### config.mk
export PLATFORM = sky130hd
export DESIGN_NAME = sevenseg_scan_driver_flat
export DESIGN_NICKNAME = d
export VERILOG_FILES = /design/src/rtl/sevenseg_scan_driver_if.sv /design/src/rtl/sevenseg_scan_driver.sv /design/src/flat_wrapper.sv
export SDC_FILE = /design/constraint.sdc
export NUM_CORES = 1
export LEC_CHECK = 0
export CAP_MARGIN = 5
export CORE_UTILIZATION = 50
export DETAILED_ROUTE_END_ITERATION = 8
export PLACE_DENSITY = 0.81
export SYNTH_ARGS = -nofsm -noshare
export SYNTH_HDL_FRONTEND = slang
export SYNTH_SLANG_ARGS = --single-unit
export TNS_END_PERCENT = 30
### constraint.sdc
create_clock -name clk -period 3.2 [get_ports clk]
set_clock_uncertainty 0.05 [all_clocks]
set_input_delay 0.64 -clock clk [delete_from_list [all_inputs] [get_ports clk]]
set_output_delay 0.64 -clock clk [all_outputs]
set_load 0.01 [all_outputs]
### src/rtl/sevenseg_scan_driver_if.sv
// Bundles the load/digit inputs and the display pin outputs of sevenseg_scan_driver.
// The master side feeds values in, and the slave side (the driver) produces seg/an/frame_tick.
interface sevenseg_scan_driver_if #(
    parameter int NUM_DIGITS = 4
);
    logic                      load;
    logic [4*NUM_DIGITS-1:0]   digits;
    logic [NUM_DIGITS-1:0]     dp_in;
    logic [7:0]                seg;
    logic [NUM_DIGITS-1:0]     an;
    logic                      frame_tick;

    modport master (
        output load, digits, dp_in,
        input  seg, an, frame_tick
    );

    modport slave (
        input  load, digits, dp_in,
        output seg, an, frame_tick
    );
endinterface

### src/rtl/sevenseg_scan_driver.sv
// Multiplexed N-digit hex 7-segment driver with frame-coherent double buffering.
// Optional feature: define SEVSEG_LEADING_ZERO_BLANK_EN to blank leading zero digits (digit 0 always shown).
module sevenseg_scan_driver #(
    parameter int NUM_DIGITS   = 4,
    parameter int SCAN_DIV     = 50000,
    parameter int BLANK_CYCLES = 16,
    parameter int ACTIVE_LOW   = 1
) (
    input  logic                   clk,
    input  logic                   rst,
    sevenseg_scan_driver_if.slave  bus
);
    localparam int CW  = (SCAN_DIV > 1) ? $clog2(SCAN_DIV) : 1;
    localparam int ACW = CW + 1;
    localparam int IW  = (NUM_DIGITS > 1) ? $clog2(NUM_DIGITS) : 1;
    localparam int DW  = 4 * NUM_DIGITS;

    localparam logic [CW-1:0]         CNT_LAST = CW'(SCAN_DIV - 1);
    localparam logic [IW-1:0]         IDX_LAST = IW'(NUM_DIGITS - 1);
    localparam logic [ACW-1:0]        ACT_END  = ACW'(SCAN_DIV - BLANK_CYCLES);
    localparam logic [7:0]            SEG_OFF  = (ACTIVE_LOW != 0) ? 8'hFF : 8'h00;
    localparam logic [NUM_DIGITS-1:0] AN_OFF   = (ACTIVE_LOW != 0) ? {NUM_DIGITS{1'b1}} : {NUM_DIGITS{1'b0}};

    function automatic logic [6:0] hex_to_seg(input logic [3:0] v);
        logic [6:0] s;
        case (v)
            4'h0: s = 7'h3F;
            4'h1: s = 7'h06;
            4'h2: s = 7'h5B;
            4'h3: s = 7'h4F;
            4'h4: s = 7'h66;
            4'h5: s = 7'h6D;
            4'h6: s = 7'h7D;
            4'h7: s = 7'h07;
            4'h8: s = 7'h7F;
            4'h9: s = 7'h6F;
            4'hA: s = 7'h77;
            4'hB: s = 7'h7C;
            4'hC: s = 7'h39;
            4'hD: s = 7'h5E;
            4'hE: s = 7'h79;
            default: s = 7'h71;
        endcase
        return s;
    endfunction

    logic [CW-1:0]         cnt_q, cnt_d;
    logic [IW-1:0]         idx_q, idx_d;
    logic [DW-1:0]         pend_dig_q, pend_dig_d;
    logic [NUM_DIGITS-1:0] pend_dp_q, pend_dp_d;
    logic [DW-1:0]         disp_dig_q, disp_dig_d;
    logic [NUM_DIGITS-1:0] disp_dp_q, disp_dp_d;
    logic [7:0]            seg_q, seg_d;
    logic [NUM_DIGITS-1:0] an_q, an_d;
    logic                  tick_q, tick_d;

    logic                  slot_end;
    logic                  commit;
    logic [3:0]            nib [NUM_DIGITS];
    logic [NUM_DIGITS-1:0] onehot;
    logic [NUM_DIGITS-1:0] lz_blank;
    logic                  active;
    logic [7:0]            seg_raw;
    logic [NUM_DIGITS-1:0] an_raw;

    for (genvar gi = 0; gi < NUM_DIGITS; gi++) begin : g_digit
        assign nib[gi]    = disp_dig_q[4*gi +: 4];
        assign onehot[gi] = (idx_q == IW'(gi));
    end

`ifdef SEVSEG_LEADING_ZERO_BLANK_EN
    // A digit is blanked when it and every digit to its left hold zero.
    always_comb begin
        logic run;
        lz_blank = '0;
        run      = 1'b1;
        for (int k = NUM_DIGITS - 1; k >= 1; k--) begin
            run         = run && (nib[k] == 4'h0);
            lz_blank[k] = run;
        end
    end
`else
    assign lz_blank = '0;
`endif

    always_comb begin
        slot_end = (cnt_q == CNT_LAST);
        commit   = slot_end && (idx_q == IDX_LAST);

        cnt_d = slot_end ? '0 : cnt_q + 1'b1;
        idx_d = idx_q;
        if (slot_end) begin
            idx_d = (idx_q == IDX_LAST) ? '0 : idx_q + 1'b1;
        end

        pend_dig_d = bus.load ? bus.digits : pend_dig_q;
        pend_dp_d  = bus.load ? bus.dp_in  : pend_dp_q;

        // A load landing on the commit edge bypasses the pending buffer.
        disp_dig_d = disp_dig_q;
        disp_dp_d  = disp_dp_q;
        if (commit) begin
            disp_dig_d = bus.load ? bus.digits : pend_dig_q;
            disp_dp_d  = bus.load ? bus.dp_in  : pend_dp_q;
        end

        active  = ({1'b0, cnt_q} < ACT_END) && !lz_blank[idx_q];
        seg_raw = active ? {disp_dp_q[idx_q], hex_to_seg(nib[idx_q])} : 8'h00;
        an_raw  = active ? onehot : '0;

        seg_d  = (ACTIVE_LOW != 0) ? ~seg_raw : seg_raw;
        an_d   = (ACTIVE_LOW != 0) ? ~an_raw  : an_raw;
        tick_d = commit;
    end

    always_ff @(posedge clk or posedge rst) begin
        if (rst) begin
            cnt_q      <= '0;
            idx_q      <= '0;
            pend_dig_q <= '0;
            pend_dp_q  <= '0;
            disp_dig_q <= '0;
            disp_dp_q  <= '0;
            seg_q      <= SEG_OFF;
            an_q       <= AN_OFF;
            tick_q     <= 1'b0;
        end else begin
            cnt_q      <= cnt_d;
            idx_q      <= idx_d;
            pend_dig_q <= pend_dig_d;
            pend_dp_q  <= pend_dp_d;
            disp_dig_q <= disp_dig_d;
            disp_dp_q  <= disp_dp_d;
            seg_q      <= seg_d;
            an_q       <= an_d;
            tick_q     <= tick_d;
        end
    end

    assign bus.seg        = seg_q;
    assign bus.an         = an_q;
    assign bus.frame_tick = tick_q;
endmodule

### src/flat_wrapper.sv
// flat-port wrapper written by rule: the top's interface ports become plain ports
module sevenseg_scan_driver_flat 
#(
    parameter int NUM_DIGITS   = 4,
    parameter int SCAN_DIV     = 50000,
    parameter int BLANK_CYCLES = 16,
    parameter int ACTIVE_LOW   = 1
)
  (clk, rst, bus_load, bus_digits, bus_dp_in, bus_seg, bus_an, bus_frame_tick);
  sevenseg_scan_driver_if #(.NUM_DIGITS(NUM_DIGITS)) bus_i ();
  input  logic clk;
  input  logic rst;
  input wire logic [$bits(bus_i.load)-1:0] bus_load;
  input wire logic [$bits(bus_i.digits)-1:0] bus_digits;
  input wire logic [$bits(bus_i.dp_in)-1:0] bus_dp_in;
  output wire logic [$bits(bus_i.seg)-1:0] bus_seg;
  output wire logic [$bits(bus_i.an)-1:0] bus_an;
  output wire logic [$bits(bus_i.frame_tick)-1:0] bus_frame_tick;
  assign bus_i.load = bus_load;
  assign bus_i.digits = bus_digits;
  assign bus_i.dp_in = bus_dp_in;
  assign bus_seg = bus_i.seg;
  assign bus_an = bus_i.an;
  assign bus_frame_tick = bus_i.frame_tick;
  sevenseg_scan_driver #(.NUM_DIGITS(NUM_DIGITS), .SCAN_DIV(SCAN_DIV), .BLANK_CYCLES(BLANK_CYCLES), .ACTIVE_LOW(ACTIVE_LOW)) u_core (.clk(clk), .rst(rst), .bus(bus_i));
endmodule
==> impl_metrics.tcl, run 1 <==
set metrics [dict create \
    clk_pin_slew_ns 0.07 \
    rrSetupSlack_ns 0.93 \
    clockBufferDepth 2 \
    clockPowerShare_pct 42.1 \
    synthCells 236 \
    layout.nets 308 \
    switchingPower_w 0.0004257 \
    antenna_found_initial 0 \
    setup_tns_ns 0 \
    root_buffer "clkbuf_8" \
    dp_hpwl_mm 3.910 \
    hold_viol 0 \
    syn_area_per_cell_sq_um 13.81 \
    grt_pass1_wl_mm 9.542 \
    cts_tree "built" \
    preCtsSetupSlack_ns 0.9605 \
    die_y_um 82.73 \
    fin_crit_sh_pct 70.78 \
    cts_made_buffers 9 \
    drt_first_iter_violations 96 \
    max_slew_margin_pct 34.74 \
    io_pins 36 \
    cts.sinks 71 \
    synth-seq-cells 71 \
    outcome "complete, no violations" \
    yosysWarnings 0 \
    worstMarginPinSlew_ns 0.9714 \
    wl_per_cell_um 15.95 \
    postLayoutSetupSlackWorst_ns 0.9350 \
    grt_util_all_layers_pct 19.41 \
    powerDensity_nw_per_um2 501.1 \
    fillerInstances 496 \
    critPathLaunchType "flop" \
    critPathMaxFanout 9 \
    setup_viol 0 \
    holdBufCountCts 0 \
    area_growth_pct 19.47 \
    maxCapViolCount 0 \
    slew_viol_final 0 \
    grt_max_degree 26 \
    irDropWorstVdd_mv 0.3324 \
    start_util_pct 51.61 \
    post_cts_buffers 0 \
    fmax_mhz 441.5 \
    coreArea_sq_um 6314 \
    grt_pass1_vias 1980 \
    worstHoldPathType "flop to flop" \
    ant_nets 0 \
    ctsHtreeMaxLevel 3 \
    stdcell_count 356 \
    switching_share_pct 21.83 \
    grt_overflow 0 \
    syn_nets 270 \
    viasPerCell 5.449 \
    synthFlopType "dfrtp_1" \
    cts-resized-gates 0 \
    crit_type "flop to flop" \
    port_buffers 35 \
    routed_wl_mm 5.677 \
    fin_crit_ns 2.265 \
    required_ns 3.41 \
    comb_power_share_pct 8.4 \
    p_int_w 0.001525 \
    drcViolationCount 0 \
    synth_cell_types 42 \
    syn_area_sq_um 3258 \
    p_leak_nw 1.730 \
    power_frac_seq_pct 49.6 \
    num_vias 1940 \
    dp_cells 340 \
    ys_async_sr_fraction_pct 100.0 \
    die_w_um 82.73 \
    endpoint_kind "flop" \
    antenna_cells 0 \
    synth-edff-count 0 \
    grt_setup_unrepaired "no" \
    insertion_delay_ns 0.35 \
    drive_gt1_share_pct 29.39 \
    gp_congestion 0.7927 \
    dr.pass1.iters 5 \
    seq_area_frac_synth_pct 54.99 \
    dieArea_sq_um 6843 \
    arrival_ns 2.48 \
    placementRows 29 \
]
cell usage after synthesis (2+ instances only):
cell	number	area [sq um]
dfrtp_1	59	1476
mux2_2	21	236.5
mux2_4	20	300.3
dfstp_2	12	315.3
nand2_1	12	45.04
ha_1	11	137.6
nor2_1	10	37.54
inv_1	9	33.78
xor2_1	8	70.07
nand3_1	7	35.03
nor2b_1	6	37.54
mux4_2	5	112.6
buf_2	4	20.02
nand4_1	4	25.02
nor3_1	4	20.02
xnor2_1	4	35.03
a21oi_1	3	15.01
clkbuf_1	3	11.26
o221ai_1	3	26.28
a211oi_1	2	15.01
and3_1	2	12.51
and4_1	2	17.52
buf_6	2	22.52
nor4_1	2	12.51
o211ai_1	2	15.01
o21ai_0	2	10.01
o31ai_1	2	15.01
through the flow:
stage | hold WS [ns] | cell area (sq um) | utilization [%] | power (W)
after floorplan | 0.3979 | 3258 | - | 0.001078
after global placement | 0.4169 | 3661 | 57.99 | 0.001141
after detailed placement | 0.4248 | 3661 | 57.99 | 0.001150
after CTS | 0.4348 | 3892 | 61.65 | 0.001970
after global routing | 0.4626 | 3892 | 61.65 | 0.002022
final | 0.4390 | 3892 | 61.65 | 0.001950
flip-flops by register name (all words and copies together) (netlist names):
name	cells
u_core.idx_q	2
u_core.disp_dp_q	4
u_core.bus.seg	8
u_core.pend_dp_q	4
u_core.bus.an	4
u_core.bus.frame_tick	1
u_core.cnt_q	16
u_core.disp_dig_q	16
u_core.pend_dig_q	16
logic make-up (layout without fill, tap and decap cells):
family                   Yosys count  after routing  synth area share [%]
buffers and inverters             20             63                 3.072
AO/OA/AOI/OAI                     18             18                 3.955
adder cells (fa/ha/maj)           11             11                 4.224
AND/OR/NAND/NOR                   57             57                 10.29
XOR/XNOR                          12             12                 3.226
flip-flops                        71             71                 54.99
multiplexers                      47             47                 20.24
power groups by stage:
| stage | clock, W | combinational [W] | sequential [W] |
|---|---|---|---|
| global route | 0.000869 | 0.000182 | 0.000971 |
| CTS | 0.000837 | 0.000167 | 0.000967 |
| finish | 0.000821 | 0.000163 | 0.000966 |
| global placement | 0 | 0.000160 | 0.000981 |
| floorplan | 0 | 0.0000959 | 0.000982 |
| detailed placement | 0 | 0.000166 | 0.000984 |
worst max-delay path, cell delays in order, from the launching register on:
cell      delay (ns)
dfrtp_1         0.62
mux4_2          0.67
inv_1           0.14
ha_1            0.26
nor2b_1         0.17
a211oi_1        0.06
o21ai_0         0.21
cells in the final DEF (no fill, tap or decap), types with 5 or more instances in the layout:
master / count
mux4_2: 5
nand3_1: 7
ha_1: 11
clkbuf_8: 11
dfrtp_1: 59
clkdlybuf4s50_1: 35
nor2_1: 10
mux2_2: 21
inv_1: 8
nor2b_1: 6
nand2_1: 12
xor2_1: 8
mux2_4: 20
dfstp_2: 12
routing by layer:
layer  track usage [%]  share of wire, %  vias to the layer above
met5                 0                 0                        -
met2             29.43                48                       47
met3             5.275               4.3                        9
li1                  -                 -                      903
met1             26.45                46                      981
met4             7.759               1.6                        0
area by class of cell:
type                       count  area [sq um]  share of cell area (%)
clock buffer                  11         151.4                   3.889
tap                           77         96.34                   2.475
clock inverter                 5         80.08                   2.057
timing repair buffer          38         372.9                   9.579
sequential                    71          1792                   46.03
inverter                       9         33.78                  0.8679
multi-input combinational    145          1366                   35.10
path summary, 6_finish.rpt:
kind                                                  end  cells past startpoint                         from
hold reg to reg                 u_core.cnt_q[0]$_DFF_PP0_                      1    u_core.cnt_q[0]$_DFF_PP0_
min in group asynchronous  u_core.pend_dig_q[9]$_DFF_PP0_                      2                          rst
max in group asynchronous     u_core.bus.seg[2]$_DFF_PP1_                      3                          rst
hold / removal                  u_core.cnt_q[0]$_DFF_PP0_                      1    u_core.cnt_q[0]$_DFF_PP0_
setup / recovery              u_core.bus.seg[3]$_DFF_PP1_                      6  u_core.idx_q[0]$_DFFE_PP0N_
setup reg to reg              u_core.bus.seg[3]$_DFF_PP1_                      6  u_core.idx_q[0]$_DFFE_PP0N_
No activity file was read; power rests on OpenSTA's default activity.
==> inputs of run 2 (changes only) <==
- clock period: 3.2 -> 2.3 ns (I/O delays scaled with it)
==> impl_metrics.tcl, run 2 (synthesis results as in run 1) <==
set metrics [dict create \
    path_cells "ha_1, and3_1, nand4_2, or2_4, mux2_4" \
    cts_made_buffers 9 \
    use_met2_pct 28.61 \
    p_leak_nw 1.731 \
    startpoint "u_core.cnt_q[0]$_DFF_PP0_" \
    cp_num_buf_inv 0 \
    layout_commonest_cell "dfrtp_1" \
    start_util_pct 51.61 \
    coreArea_sq_um 6314 \
    met3_usage_pct 4.945 \
    dr.pass1.iters 4 \
    register_area_sq_um 1793 \
    r2r-start "u_core.cnt_q[0]$_DFF_PP0_" \
    port_buffers 35 \
    critical_path.top_delay_family "simple AND/OR/NAND/NOR gates" \
    setup_viol 0 \
    dieArea_sq_um 6843 \
    layout.nets 310 \
    area_growth_pct 19.43 \
    grt_util_all_layers_pct 19.12 \
    antenna_cells 0 \
    grt_overflow 0 \
    grt_pass1_vias 1849 \
    worst-path-stages 5 \
    fin_crit_sh_pct 88.85 \
    die_y_um 82.73 \
    cts.sinks 71 \
    fillerInstances 519 \
    irDropWorstVdd_mv 0.4207 \
    multi_input_area_sq_um 1366 \
    post-route-util_pct 61.63 \
    viasPerCell 5.346 \
    cts_tree "built" \
    whs_ns 0.3940 \
    antenna_found_initial 0 \
    worstMarginPinSlew_ns 0.4976 \
    top_regs "u_core.cnt_q: 16 flops, u_core.disp_dig_q: 16 flops, u_core.pend_dig_q: 16 flops" \
    maxCapViolCount 0 \
    grt_setup_unrepaired "no" \
    fmax_mhz 489.3 \
    wl_per_cell_um 15.57 \
    dp_hpwl_mm 4.058 \
    ctsHtreeMaxLevel 3 \
    root_buffer "clkbuf_8" \
    crit_type "flop to flop" \
    gr-max-usage-layer "met2" \
    holdBufCountCts 0 \
    max_slew_margin_pct 66.78 \
    powerDensity_nw_per_um2 636.8 \
    critPathSlowestCell "or2_4" \
    reg2reg_depth 5 \
    outcome "complete, no violations" \
    ant_nets 0 \
    drcViolationCount 0 \
    setup_tns_ns 0 \
    die_w_um 82.73 \
    routed_wl_mm 5.573 \
    drt_first_iter_violations 87 \
    max_stage_delay_ns 0.43 \
    grt_max_degree 30 \
    drive_gt1_share_pct 29.54 \
    placed_area_sq_um 3714 \
    critPathMaxFanout 20 \
    gp_congestion 0.8213 \
    final_cell_mix "dfrtp_1 (58), clkdlybuf4s50_1 (35), mux2_2 (21), mux2_4 (20)" \
    insertion_delay_ns 0.36 \
    grt_pass1_wl_mm 9.094 \
    clockBufferDepth 2 \
    critPathLaunchType "flop" \
    num_vias 1914 \
    endpoint_kind "flop" \
    grt_use_met1_pct 24.98 \
    required_ns 2.49 \
    placementRows 29 \
    io_pins 36 \
    fin_total_pwr_w 0.002478 \
    arrival_ns 2.23 \
    hold_viol 0 \
    fin_area_sq_um 3891 \
    slew_viol_final 0 \
    fin_crit_ns 2.044 \
    clk_pin_slew_ns 0.07 \
    worstHoldPathType "primary input to asynchronous set/reset pin" \
]
-- run 2: metal layers --
metal,share of wire (%),vias to the layer above
li1,-,918
met1,46,944
met2,48,41
met3,4.1,11
met4,2.3,0
met5,0,-
-- run 2: power breakdown --
part,switching [W],total [W],internal [W]
Clock,0.000449,0.000896,0.000447
Combinational,0.0000966,0.000236,0.000140
Sequential,0.0000241,0.00135,0.00132
Total,0.000569,0.00248,0.00191
-- run 2: cell type report --
class,count,area share (%)
Clock inverter,3,0.4502
Sequential cell,71,46.08
Inverter,9,0.8682
Tap cell,77,2.476
Multi-Input combinational cell,145,35.11
Timing Repair Buffer,40,10.93
Clock buffer,13,4.084
-- run 2: timing repair --
item / CTS / global route
resized for setup: 0 / 1
endpoints found under the setup margin: 0 / 1
buffers inserted: 0 / 0
-- run 2: path summary, 6_finish.rpt --
check / endpoint / slack, ns
setup / recovery: u_core.disp_dp_q[0]$_DFFE_PP0P_ / 0.26
hold / removal: u_core.cnt_q[15]$_DFF_PP0_ / 0.39
setup reg to reg: u_core.disp_dp_q[0]$_DFFE_PP0P_ / 0.26
hold reg to reg: u_core.cnt_q[0]$_DFF_PP0_ / 0.45
max in group asynchronous: u_core.bus.seg[7]$_DFF_PP1_ / 1.24
min in group clk: u_core.cnt_q[0]$_DFF_PP0_ / 0.45
-- run 2: metrics by stage --
| stage | std cells | setup WS, ns |
|---|---|---|
| 3_3_place_gp | 342 | 0.2717 |
| 4_1_cts | 358 | 0.1581 |
| 2_1_floorplan | 236 | 0.01329 |
| 6_report | 358 | 0.2564 |
| 3_5_place_dp | 342 | 0.1748 |
| 5_1_grt | 358 | 0.09844 |
-- run 2: worst reg2reg max path: cells and delay by family (launching register included) --
| kind | cells | cell delay (ns) |
|---|---|---|
| multiplexers | 1 | 0.35 |
| AND/OR/NAND/NOR | 3 | 0.94 |
| adder cells (fa/ha/maj) | 1 | 0.19 |
| flip-flops | 1 | 0.39 |
==> inputs of run 3 (changes only) <==
- CTS_CLUSTER_SIZE: default -> 24
- MAX_ROUTING_LAYER: default -> met4
- clock period: 2.3 -> 2.6 ns (I/O delays scaled with it)
==> impl_metrics.tcl, run 3 (synthesis results as in run 1) <==
set metrics [dict create \
    area_growth_pct 18.82 \
    cts-resized-gates 0 \
    setup_viol 0 \
    antenna_found_initial 0 \
    max_slew_margin_pct 66.35 \
    dr.pass1.iters 4 \
    p_leak_nw 1.722 \
    clockBufferDepth 2 \
    antenna_cells 0 \
    grt_overflow 0 \
    final_cell_mix "dfrtp_1 (59), clkdlybuf4s50_1 (35), mux2_2 (21), mux2_4 (20)" \
    worstHoldPathType "flop to flop" \
    arrival_ns 2.49 \
    dieArea_sq_um 6843 \
    cts_tree "built" \
    path_cells "mux4_2, inv_1, ha_1, nor2b_1, a211oi_1, o21ai_0" \
    setup_tns_ns 0 \
    irDropWorstVdd_mv 0.4338 \
    multi_input_area_sq_um 1366 \
    worstMarginPinSlew_ns 0.5009 \
    clk_pin_slew_ns 0.08 \
    layout.nets 308 \
    fin_crit_sh_pct 87.68 \
    grt_util_all_layers_pct 19.21 \
    fin_crit_ns 2.280 \
    viasPerCell 5.430 \
    grt_setup_unrepaired "no" \
    wl_per_cell_um 15.69 \
    rrSetupSlack_ns 0.32 \
    powerDensity_nw_per_um2 588.2 \
    grt_pass1_wl_mm 9.108 \
    drive_gt1_share_pct 29.39 \
    fillerInstances 513 \
    register_area_sq_um 1792 \
    insertion_delay_ns 0.34 \
    cts_made_buffers 9 \
    start_util_pct 51.61 \
    grt_pass1_vias 1906 \
    holdBufCountCts 0 \
    cts.sinks 71 \
    num_vias 1933 \
    port_buffers 35 \
    critPathMaxFanout 9 \
    ctsHtreeMaxLevel 3 \
    cp_num_buf_inv 1 \
    critPathSlowestCell "mux4_2" \
    root_buffer "clkbuf_8" \
    routed_wl_mm 5.584 \
    slew_viol_final 0 \
    hold_start "u_core.cnt_q[0]$_DFF_PP0_" \
    hold_depth 1 \
    drcViolationCount 0 \
    fin_total_pwr_w 0.002277 \
    placementRows 29 \
    grt_max_degree 72 \
    io_pins 36 \
    critical_path.top_delay_family "multiplexers" \
    coreArea_sq_um 6314 \
    outcome "complete, no violations" \
    endpoint_kind "flop" \
    max_stage_delay_ns 0.67 \
    r2r-start "u_core.idx_q[0]$_DFFE_PP0N_" \
    r2r-end "u_core.bus.seg[3]$_DFF_PP1_" \
    reg2reg_depth 6 \
    critPathLaunchType "flop" \
    top_regs "u_core.cnt_q: 16 flops, u_core.disp_dig_q: 16 flops, u_core.pend_dig_q: 16 flops" \
    die_y_um 82.73 \
    ant_nets 0 \
    post_cts_buffers 0 \
    required_ns 2.81 \
    fmax_mhz 438.7 \
    die_w_um 82.73 \
    dp_hpwl_mm 3.863 \
    drt_first_iter_violations 85 \
    layout_commonest_cell "dfrtp_1" \
    maxCapViolCount 0 \
    hold_viol 0 \
    gp_congestion 0.7957 \
    holdPathEnd "u_core.cnt_q[0]$_DFF_PP0_" \
    crit_type "flop to flop" \
]
run 3: cell types whose count changed in the layout (fill, tap and decap cells not counted), sizes merged:
cell	before	now
bufinv	0	1
clkinvlp	1	2
clkbuf	13	10
buf	5	3
clkinv	2	3
run 3: per-stage QoR:
step           util, %  worst slack [ns]  std cells  cell area, sq um  hold slack (ns)
2_1_floorplan        -            0.2533        236              3258           0.3979
3_3_place_gp     58.18            0.4005        340              3674           0.4102
3_5_place_dp     58.18            0.3013        340              3674           0.4215
4_1_cts          61.32            0.2943        356              3871           0.4318
5_1_grt          61.32            0.1690        356              3871           0.4584
6_report         61.32            0.3204        356              3871           0.4266
run 3: per-layer routing:
layer	up-vias	GRT usage, %	part of all wire (%)
li1	907	-	-
met1	977	25.02	49
met2	42	28.44	46
met3	7	5.604	3.5
met4	0	7.241	1.4
met5	-	-	0
run 3: how the worst max path moves through the flow:
| stage | from | endpoint | slack [ns] | depth (start not counted) |
|---|---|---|---|---|
| after floorplan | rst | u_core.bus.frame_tick$_DFF_PP0_ | 0.25 | 1 |
| after detailed placement | u_core.idx_q[0]$_DFFE_PP0N_ | u_core.bus.seg[3]$_DFF_PP1_ | 0.30 | 6 |
| after global routing | u_core.idx_q[0]$_DFFE_PP0N_ | u_core.bus.seg[3]$_DFF_PP1_ | 0.17 | 6 |
| after global placement | u_core.idx_q[0]$_DFFE_PP0N_ | u_core.bus.seg[3]$_DFF_PP1_ | 0.40 | 6 |
| final | u_core.idx_q[0]$_DFFE_PP0N_ | u_core.bus.seg[3]$_DFF_PP1_ | 0.32 | 6 |
| after CTS | u_core.idx_q[0]$_DFFE_PP0N_ | u_core.bus.seg[3]$_DFF_PP1_ | 0.29 | 6 |
run 3: area by class of cell:
type,count,share of cell area [%]
inverter,9,0.8727
clock inverter,6,1.551
timing repair buffer,38,9.955
multi-input combinational,145,35.29
sequential,71,46.28
tap,77,2.489
clock buffer,10,3.555
run 3: report_power, final:
part           switching (W)  internal, W
combinational      0.0000837     0.000119
sequential         0.0000205      0.00117
clock               0.000422     0.000464
